<file path="src/rtl/fp16_to_fixed_seq.sv">
// fp16_to_fixed_seq
// ---------------------------------------------------------------------------
// Purpose:
//   Sequential converter from an IEEE-754 half-precision word to a signed
//   two's-complement fixed-point word of OUT_W = INT_W + FRAC_W bits, where
//   value = out_data / 2^FRAC_W.
//
//   It is a single-entry engine:
//     1. One word is accepted.
//     2. It is decoded.
//     3. The significand is shifted one bit per cycle into position.
//     4. The result is rounded, signed and saturated.
//     5. The result is held on a valid/ready output until consumed.
//
// Configuration macro:
//   FP16FIX_ROUND_NEAREST_EN
//     Defined   : round-to-nearest-even using the LSB, guard and sticky bits.
//     Undefined : truncate toward zero. Guard/sticky logic is not built.
//
// Parameters:
//   INT_W  : integer bits of the result, including sign (2..24)
//   FRAC_W : fractional bits of the result (0..24, INT_W+FRAC_W <= 32)
//
// Ports:
//   clk       : single clock, rising edge
//   rst       : synchronous active-high reset
//   in_valid  : in_data valid
//   in_ready  : engine idle and able to accept
//   in_data   : half word {sign, exponent[4:0], mantissa[9:0]}
//   out_valid : result valid, held until out_ready
//   out_ready : consumer accepts the result
//   out_data  : two's-complement fixed-point result
//   out_ovf   : result saturated (overflow or infinity)
//   out_nan   : input was NaN, out_data is 0
// ---------------------------------------------------------------------------
module fp16_to_fixed_seq #(
    parameter int INT_W  = 8,
    parameter int FRAC_W = 8
) (
    input  logic                      clk,
    input  logic                      rst,
    input  logic                      in_valid,
    output logic                      in_ready,
    input  logic [15:0]               in_data,
    output logic                      out_valid,
    input  logic                      out_ready,
    output logic [INT_W+FRAC_W-1:0]   out_data,
    output logic                      out_ovf,
    output logic                      out_nan
);

    localparam int OUT_W = INT_W + FRAC_W;
    // Magnitude register is wide enough for the 11-bit significand shifted
    // left by up to OUT_W-1 places.
    localparam int MW    = OUT_W + 12;
    localparam int CW    = 6;

    localparam logic signed [7:0] FRAC_S = 8'(FRAC_W);
    localparam logic signed [7:0] OUT_S  = 8'(OUT_W);

    localparam logic [MW:0] LIM_POS = {{(MW-OUT_W+2){1'b0}}, {(OUT_W-1){1'b1}}};
    localparam logic [MW:0] LIM_NEG = {{(MW-OUT_W+1){1'b0}}, 1'b1, {(OUT_W-1){1'b0}}};

    localparam logic [OUT_W-1:0] SAT_POS = {1'b0, {(OUT_W-1){1'b1}}};
    localparam logic [OUT_W-1:0] SAT_NEG = {1'b1, {(OUT_W-1){1'b0}}};

    typedef enum logic [2:0] {
        IDLE,
        ANALYZE,
        SHIFT,
        PACK,
        DONE
    } state_t;

    state_t            state_q, state_d;
    logic [15:0]       word_q, word_d;
    logic [MW-1:0]     mag_q, mag_d;
    logic [CW-1:0]     cnt_q, cnt_d;
    logic              left_q, left_d;
    logic              force_ovf_q, force_ovf_d;
    logic              nan_q, nan_d;
    logic              in_ready_q, in_ready_d;
    logic              out_valid_q, out_valid_d;
    logic [OUT_W-1:0]  out_data_q, out_data_d;
    logic              out_ovf_q, out_ovf_d;
    logic              out_nan_q, out_nan_d;
`ifdef FP16FIX_ROUND_NEAREST_EN
    logic              g_q, g_d;
    logic              s_q, s_d;
`endif

    logic [4:0]        exp_w;
    logic [9:0]        man_w;
    logic [10:0]       sig;
    logic [4:0]        e_eff;
    logic signed [7:0] k;
    logic signed [7:0] neg_k;
    logic [MW:0]       mag_r;
    logic              over;

    assign in_ready  = in_ready_q;
    assign out_valid = out_valid_q;
    assign out_data  = out_data_q;
    assign out_ovf   = out_ovf_q;
    assign out_nan   = out_nan_q;

    always_comb begin
        state_d     = state_q;
        word_d      = word_q;
        mag_d       = mag_q;
        cnt_d       = cnt_q;
        left_d      = left_q;
        force_ovf_d = force_ovf_q;
        nan_d       = nan_q;
        in_ready_d  = in_ready_q;
        out_valid_d = out_valid_q;
        out_data_d  = out_data_q;
        out_ovf_d   = out_ovf_q;
        out_nan_d   = out_nan_q;
`ifdef FP16FIX_ROUND_NEAREST_EN
        g_d         = g_q;
        s_d         = s_q;
`endif

        // Decode of the latched word.
        // Subnormals use exponent 1 with no hidden bit.
        exp_w = word_q[14:10];
        man_w = word_q[9:0];
        sig   = {exp_w != 5'd0, man_w};
        e_eff = (exp_w == 5'd0) ? 5'd1 : exp_w;
        k     = $signed({3'b000, e_eff}) - 8'sd25 + FRAC_S;
        neg_k = -k;

        // Rounded magnitude and range check used by PACK.
`ifdef FP16FIX_ROUND_NEAREST_EN
        mag_r = {1'b0, mag_q} + {{MW{1'b0}}, (g_q && (s_q || mag_q[0]))};
`else
        mag_r = {1'b0, mag_q};
`endif
        over = word_q[15] ? (mag_r > LIM_NEG) : (mag_r > LIM_POS);

        case (state_q)
            IDLE: begin
                if (in_valid) begin
                    word_d     = in_data;
                    in_ready_d = 1'b0;
                    state_d    = ANALYZE;
                end
            end

            ANALYZE: begin
                force_ovf_d = 1'b0;
                nan_d       = 1'b0;
                left_d      = 1'b0;
                cnt_d       = '0;
                mag_d       = {{(MW-11){1'b0}}, sig};
`ifdef FP16FIX_ROUND_NEAREST_EN
                g_d         = 1'b0;
                s_d         = 1'b0;
`endif
                if (exp_w == 5'd31) begin
                    mag_d = '0;
                    if (man_w != 10'd0) begin
                        nan_d = 1'b1;
                    end else begin
                        force_ovf_d = 1'b1;
                    end
                    state_d = PACK;
                end else if (man_w == 10'd0 && exp_w == 5'd0) begin
                    mag_d   = '0;
                    state_d = PACK;
                end else if (k >= OUT_S) begin
                    force_ovf_d = 1'b1;
                    state_d     = PACK;
                end else if (k >= 8'sd0) begin
                    left_d  = 1'b1;
                    cnt_d   = k[CW-1:0];
                    state_d = (k == 8'sd0) ? PACK : SHIFT;
                end else begin
                    // Beyond 12 right shifts the 11-bit significand is fully
                    // in sticky, so longer shifts give the same result.
                    cnt_d   = (neg_k > 8'sd12) ? 6'd12 : neg_k[CW-1:0];
                    state_d = SHIFT;
                end
            end

            SHIFT: begin
                if (left_q) begin
                    mag_d = mag_q << 1;
                end else begin
                    mag_d = mag_q >> 1;
`ifdef FP16FIX_ROUND_NEAREST_EN
                    // The newest bit shifted out is the guard.
                    // Older guard bits fold into sticky.
                    g_d   = mag_q[0];
                    s_d   = s_q | g_q;
`endif
                end
                cnt_d = cnt_q - 6'd1;
                if (cnt_q == 6'd1) begin
                    state_d = PACK;
                end
            end

            PACK: begin
                out_valid_d = 1'b1;
                out_nan_d   = nan_q;
                if (nan_q) begin
                    out_data_d = '0;
                    out_ovf_d  = 1'b0;
                end else if (force_ovf_q || over) begin
                    out_data_d = word_q[15] ? SAT_NEG : SAT_POS;
                    out_ovf_d  = 1'b1;
                end else begin
                    out_data_d = word_q[15] ? -mag_r[OUT_W-1:0] : mag_r[OUT_W-1:0];
                    out_ovf_d  = 1'b0;
                end
                state_d = DONE;
            end

            DONE: begin
                if (out_ready) begin
                    out_valid_d = 1'b0;
                    in_ready_d  = 1'b1;
                    state_d     = IDLE;
                end
            end

            default: begin
                state_d = IDLE;
            end
        endcase
    end

    always_ff @(posedge clk) begin
        if (rst) begin
            state_q     <= IDLE;
            word_q      <= '0;
            mag_q       <= '0;
            cnt_q       <= '0;
            left_q      <= 1'b0;
            force_ovf_q <= 1'b0;
            nan_q       <= 1'b0;
            in_ready_q  <= 1'b1;
            out_valid_q <= 1'b0;
            out_data_q  <= '0;
            out_ovf_q   <= 1'b0;
            out_nan_q   <= 1'b0;
`ifdef FP16FIX_ROUND_NEAREST_EN
            g_q         <= 1'b0;
            s_q         <= 1'b0;
`endif
        end else begin
            state_q     <= state_d;
            word_q      <= word_d;
            mag_q       <= mag_d;
            cnt_q       <= cnt_d;
            left_q      <= left_d;
            force_ovf_q <= force_ovf_d;
            nan_q       <= nan_d;
            in_ready_q  <= in_ready_d;
            out_valid_q <= out_valid_d;
            out_data_q  <= out_data_d;
            out_ovf_q   <= out_ovf_d;
            out_nan_q   <= out_nan_d;
`ifdef FP16FIX_ROUND_NEAREST_EN
            g_q         <= g_d;
            s_q         <= s_d;
`endif
        end
    end

endmodule
</file>
<file path="config.mk">
export PLATFORM = sky130hd
export DESIGN_NAME = fp16_to_fixed_seq
export DESIGN_NICKNAME = d
export VERILOG_FILES = /design/src/rtl/fp16_to_fixed_seq.sv
export SDC_FILE = /design/constraint.sdc
export NUM_CORES = 1
export LEC_CHECK = 0
export BUFFER_PORTS_ARGS = -buffer_cell sky130_fd_sc_hd__clkbuf_2
export CAP_MARGIN = 10
export CORE_ASPECT_RATIO = 0.9
export CORE_UTILIZATION = 30
export DETAILED_ROUTE_END_ITERATION = 8
export PLACE_DENSITY_LB_ADDON = 0.1
export SLEW_MARGIN = 0
export SYNTH_ARGS = -nofsm -noshare
export SYNTH_HDL_FRONTEND = slang
export SYNTH_SLANG_ARGS = --single-unit
</file>
<file path="constraint.sdc">
create_clock -name clk -period 4.64 [get_ports clk]
set_input_delay 0.696 -clock clk [delete_from_list [all_inputs] [get_ports clk]]
set_output_delay 0.696 -clock clk [all_outputs]
set_load 0.01 [all_outputs]
</file>
After elaboration in Yosys (flattened, before gate mapping)
Cells that the tools add are included.
{ "totals": {"regBits": 76, "input_bits": 20, "elab_cells": 88} }
{ "op_classes": {"add_sub_neg": 5, "order_cmp": 5, "n_eq_ne": 9, "n_mux": 42, "reduce_logical": 15} }
{ "ops": {"columns": ["cell", "count"], "rows": [
  ["16-bit 2-to-1 mux", 4],
  ["28-bit case mux with 2 select lines", 1],
  ["6-bit 2-to-1 mux", 5],
  ["28-bit by 15-bit > comparator with 1-bit output (second input constant)", 1],
  ["28-bit by 16-bit > comparator with 1-bit output (second input constant)", 1],
  ["28-bit 2-to-1 mux", 1],
  ["11-bit 2-to-1 mux", 2],
  ["1-bit 2-to-1 mux", 21],
  ["16-bit negator", 1],
  ["3-bit case mux with 5 select lines", 1],
  ["6-bit case mux with 2 select lines", 1],
  ["10-bit zero test", 1],
  ["10-bit nonzero test", 1],
  ["3-bit 2-to-1 mux", 3],
  ["8-bit by 5-bit > comparator with 1-bit output (second input constant)", 1],
  ["8-bit zero test", 1],
  ["7-bit negator with 8-bit output", 1],
  ["6-bit by 5-bit adder with 7-bit output (second input constant)", 1],
  ["7-bit by 1-bit greater-or-equal comparator with 1-bit output (second input constant)", 1],
  ["7-bit by 6-bit greater-or-equal comparator with 1-bit output (second input constant)", 1],
  ["3-bit by 2-bit equality test with 1-bit output (second input constant)", 2],
  ["6-bit by 1-bit equality test with 1-bit output (second input constant)", 1],
  ["2-bit != test (second input constant)", 3],
  ["3-bit AND reduction", 2],
  ["14 further kinds", 18]
]} }

Longest topological paths before layout
{ "logic_depth": {"ltp_word": 12, "mapped_depth": 16, "mapped_depth_nobuf": 15} }

Worst setup path after synthesis
Ideal clock, no wire load.
{ "synth_path": {"path_type": "register to register", "from": "register word_q[12]", "to": "register cnt_q[1]", "arrival_ps": 3220, "setup_slack_ps": 1360, "stages_incl_launch_ff": 15, "path_buffers": 1, "path_cell_list": "dfxtp_1 -> buf_6 -> or4_4 -> nand2b_4 -> inv_4 -> ha_1 -> and2b_2 -> nor2b_1 -> xor2_1 -> ha_1 -> xor2_1 -> nand2_1 -> or3_2 -> o31ai_4 -> a41o_1"} }
{ "synth_between": {"elab_chain_cells": 12} }
{ "synth_rtl": {"columns": ["item", "line", "text"], "rows": [
  ["start, declared", "76", "logic [15:0] word_q, word_d;"],
  ["start signal, assigned", "255", "word_q <= word_d;"],
  ["5-bit zero test", "130, 169", null],
  ["5-bit 2-to-1 mux", "130", "e_eff = (exp_w == 5'd0) ? 5'd1 : exp_w;"],
  ["5-bit by 5-bit subtractor with 6-bit output", "131", "k = $signed({3'b000, e_eff}) - 8'sd25 + FRAC_S;"],
  ["6-bit by 5-bit adder with 7-bit output", "131", null],
  ["7-bit negator with 8-bit output", "132", "neg_k = -k;"],
  ["8-bit by 5-bit > comparator with 1-bit output", "182", "cnt_d = (neg_k > 8'sd12) ? 6'd12 : neg_k[CW-1:0];"],
  ["6-bit 2-to-1 mux", "182", null],
  ["6-bit 2-to-1 mux", "175", "end else if (k >= 8'sd0) begin"],
  ["6-bit 2-to-1 mux", "172", "end else if (k >= OUT_S) begin"],
  ["6-bit 2-to-1 mux", "169", "end else if (man_w == 10'd0 && exp_w == 5'd0) begin"],
  ["6-bit 2-to-1 mux (*)", "161", "if (exp_w == 5'd31) begin"],
  ["6-bit case mux with 2 select lines (*)", "142", "case (state_q)"],
  ["end signal, assigned", "257", "cnt_q <= cnt_d;"],
  ["end, declared", "78", "logic [CW-1:0] cnt_q, cnt_d;"]
]} }
Mark *: on every way between the ends. The rest lies on a longest branch, timed or not.
A chain may end at the register's enable or synchronous reset.

Final worst setup path
{ "layout_path": {"from": "register word_q[13]", "to": "register cnt_q[1]"} }
Same word-level chain as after synthesis.

==> flow_metrics.py <==
metrics = {
    "sta": {
        "hold_violations": 0,
        "layout_min_cycle_time_ns": 3.59,
        "tns_ns": 0,
        "rsz0062_at_grt": "false",
        "fmax_mhz": 279,
        "relSlewSlack_pct": 22.0,
        "finalMaxSlewViolations": 0,
        "finClkSkew_ns": 0.00798,
        "tightestPinTransition_ns": 1.17,
        "final-setup-viol-count": 0,
        "fin_crit_sh_pct": 77.4,
    },
    "place": {
        "gp_congestion": 0.821,
        "io_buffers": 39,
        "place_area_sq_mm": 0.00457,
        "hpwlAfterDp_microns": 8150,
    },
    "synth": {
        "ys_warn_count": 0,
        "syn_nets": 588,
        "synth_flop_cell": "dfxtp_1",
        "synth_common_cells": "dfxtp_1, nor2_1, a21oi_1",
        "yosysTopAreaCell": "dfxtp_1",
        "synthesis.area_sq_mm": 0.00428,
        "seq_area_frac_synth_pct": 35.5,
        "synth_cell_types": 64,
        "synth_top_area_share_pct": 35.5,
        "synth-async-reset-ratio_pct": 0,
        "synth_edf_count": 0,
        "synthCells": 559,
        "synth-seq-cells": 76,
        "postSynthAreaPerCell_sq_um": 7.66,
        "synth.top_cells.by_area": "dfxtp_1, a21oi_1, nor2_1",
    },
    "grt": {
        "use_met3_pct": 4.33,
        "use_met2_pct": 23.8,
        "grt_overflow": 0,
        "grt_util_met1_pct": 23.1,
        "track_usage_pct": 16.2,
        "antenna_found_initial": 0,
        "top_usage_layer": "met2",
        "grt_pass1_wl_microns": 18700,
        "grt_start_max_net_pins": 42,
        "grt_pass1_vias": 3506,
    },
    "route": {
        "dr_total_vias": 3885,
        "wire_per_inst_microns": 15.0,
        "drt_iter0_markers": 215,
        "finalWirelength_microns": 11500,
        "ant_nets": 0,
        "vias_per_cell": 5.06,
        "drc": 0,
        "first_pass_iters": 4,
    },
    "power_and_ir_drop": {
        "clockPowerShare_pct": 23.1,
        "ir_drop_mv": 0.222,
        "switching_share_pct": 43.7,
        "power_density_mw_per_mm2": 615,
        "internal_power_mw": 1.68,
        "net-switching-power_mw": 1.31,
        "seq_power_share_pct": 30.4,
        "power.leakage_nw": 1.76,
        "combPwrFrac_pct": 46.5,
    },
    "hold_path": {
        "hp-class": "reg2reg",
    },
    "clock_network": {
        "clock_sinks": 76,
        "numCtsBuffers": 9,
        "cts_tree": "built",
        "cts_setup_buffers": 0,
        "clk_pin_slew_ns": 0.06,
        "cts.htree.levels": 3,
        "cts_hold_buf": 0,
        "postCtsResizedCells": 0,
        "clockBufferDepth": 2,
        "clkLatencyLatePin_ns": 0.34,
        "cts.root.buffer_cell": "clkbuf_16",
    },
    "critical_path": {
        "cp-start-kind": "register",
        "worst_setup_path_end_kind": "register",
        "cp.arrival_ns": 3.87,
        "worstPathMaxFanout": 16,
        "crit_type": "reg2reg",
        "required_ns": 4.92,
    },
    "die": {
        "die-area_sq_mm": 0.0148,
        "ios": 40,
        "die_y_microns": 115,
        "die_w_microns": 128,
        "core_sq_mm": 0.0140,
        "start_util_pct": 30.7,
        "rows": 41,
    },
    "cells_and_area": {
        "fill_cells": 1525,
        "fin_area_sq_mm": 0.00486,
        "ff_latch_area_sq_mm": 0.00152,
        "diodes": 0,
        "syn_to_final_growth_pct": 13.4,
        "multiInputGateArea_sq_mm": 0.00252,
        "num-nets-final": 600,
        "drive_gt1_share_pct": 12.9,
    },
    "flow_run": {
        "drv_cap": 0,
    },
    "status": {
        "outcome": "finished, final reports clean",
    },
}
==> worst max-delay path: stages, from the launching register on <==
cell and delay [ns]:
dfxtp_1 0.47, or4_4 0.58, nand2b_4 0.13, inv_4 0.04, ha_1 0.22, and2b_2 0.24, nor2b_1 0.13, xor2_1 0.24
ha_1 0.32, xor2_1 0.33, nand2_1 0.09, or3_2 0.44, o31ai_4 0.09, a41o_1 0.20
==> cells in the final DEF, fill, tap and decap left out, drive strengths merged, types with 6 or more instances in the layout <==
| cell type | n |
|---|---|
| a211oi | 9 |
| a21oi | 75 |
| a31oi | 8 |
| clkbuf | 52 |
| dfxtp | 76 |
| ha | 9 |
| inv | 13 |
| mux2i | 26 |
| nand2 | 66 |
| nand3 | 11 |
| nor2 | 77 |
| nor3 | 26 |
| nor4 | 7 |
| o21ai | 23 |
| o31ai | 7 |
| xnor2 | 8 |
| xor2 | 6 |
==> kinds of logic after synthesis <==
kind of cell,Yosys count,synth area share [%]
buffers and inverters,56,5.50
flip-flops,76,35.5
XOR/XNOR,14,2.86
multiplexers,28,6.61
adder cells (fa/ha/maj),9,2.63
AO/OA/AOI/OAI,153,22.3
AND/OR/NAND/NOR,223,24.6
==> worst paths after layout <==
check / startpoint / end / slack, ns / cells past startpoint
min reg2reg: out_data[11]$_SDFFE_PP0P_ / out_data[11]$_SDFFE_PP0P_ / 0.45 / 2
max: word_q[13]$_SDFFE_PP0P_ / cnt_q[1]$_SDFFE_PP0P_ / 1.05 / 13
min: out_data[11]$_SDFFE_PP0P_ / out_data[11]$_SDFFE_PP0P_ / 0.45 / 2
max reg2reg: word_q[13]$_SDFFE_PP0P_ / cnt_q[1]$_SDFFE_PP0P_ / 1.05 / 13
==> per-layer routing <==
layer	up-vias	share of wire, %
met5	-	0
met4	0	0.85
met3	6	3.9
met2	76	41
met1	1795	54
li1	2008	-
==> power groups by stage <==
stage / registers [mW] / logic [mW] / clock network, mW
2_1_floorplan: 0.829 / 1.15 / 0
3_3_place_gp: 0.919 / 1.39 / 0
3_5_place_dp: 0.921 / 1.40 / 0
4_1_cts: 0.906 / 1.40 / 0.714
5_1_grt: 0.924 / 1.56 / 0.738
6_report: 0.907 / 1.39 / 0.690
==> state kept, by name (all words and copies together) (netlist names), 3 cells and up <==
name / cells
mag_q: 28
out_data: 16
word_q: 16
cnt_q: 6
state_q: 3
==> area by class of cell <==
type	instances	area share, %
Sequential cell	76	31.3
Multi-Input combinational cell	427	52.0
Tap cell	193	4.97
Timing Repair Buffer	44	4.79
Inverter	13	1.06
Clock buffer	13	5.15
Clock inverter	2	0.721
==> metrics by stage <==
stage,power [mW],setup slack [ns],cells,hold WS [ns],utilization [%]
3_3_place_gp,2.31,1.12,753,0.441,32.8
4_1_cts,3.02,1.04,768,0.454,34.8
2_1_floorplan,1.98,1.36,559,0.449,-
6_report,2.99,1.05,768,0.451,34.8
3_5_place_dp,2.32,1.06,753,0.446,32.8
5_1_grt,3.22,0.823,768,0.470,34.8
Power figures use the tool's default switching activity.
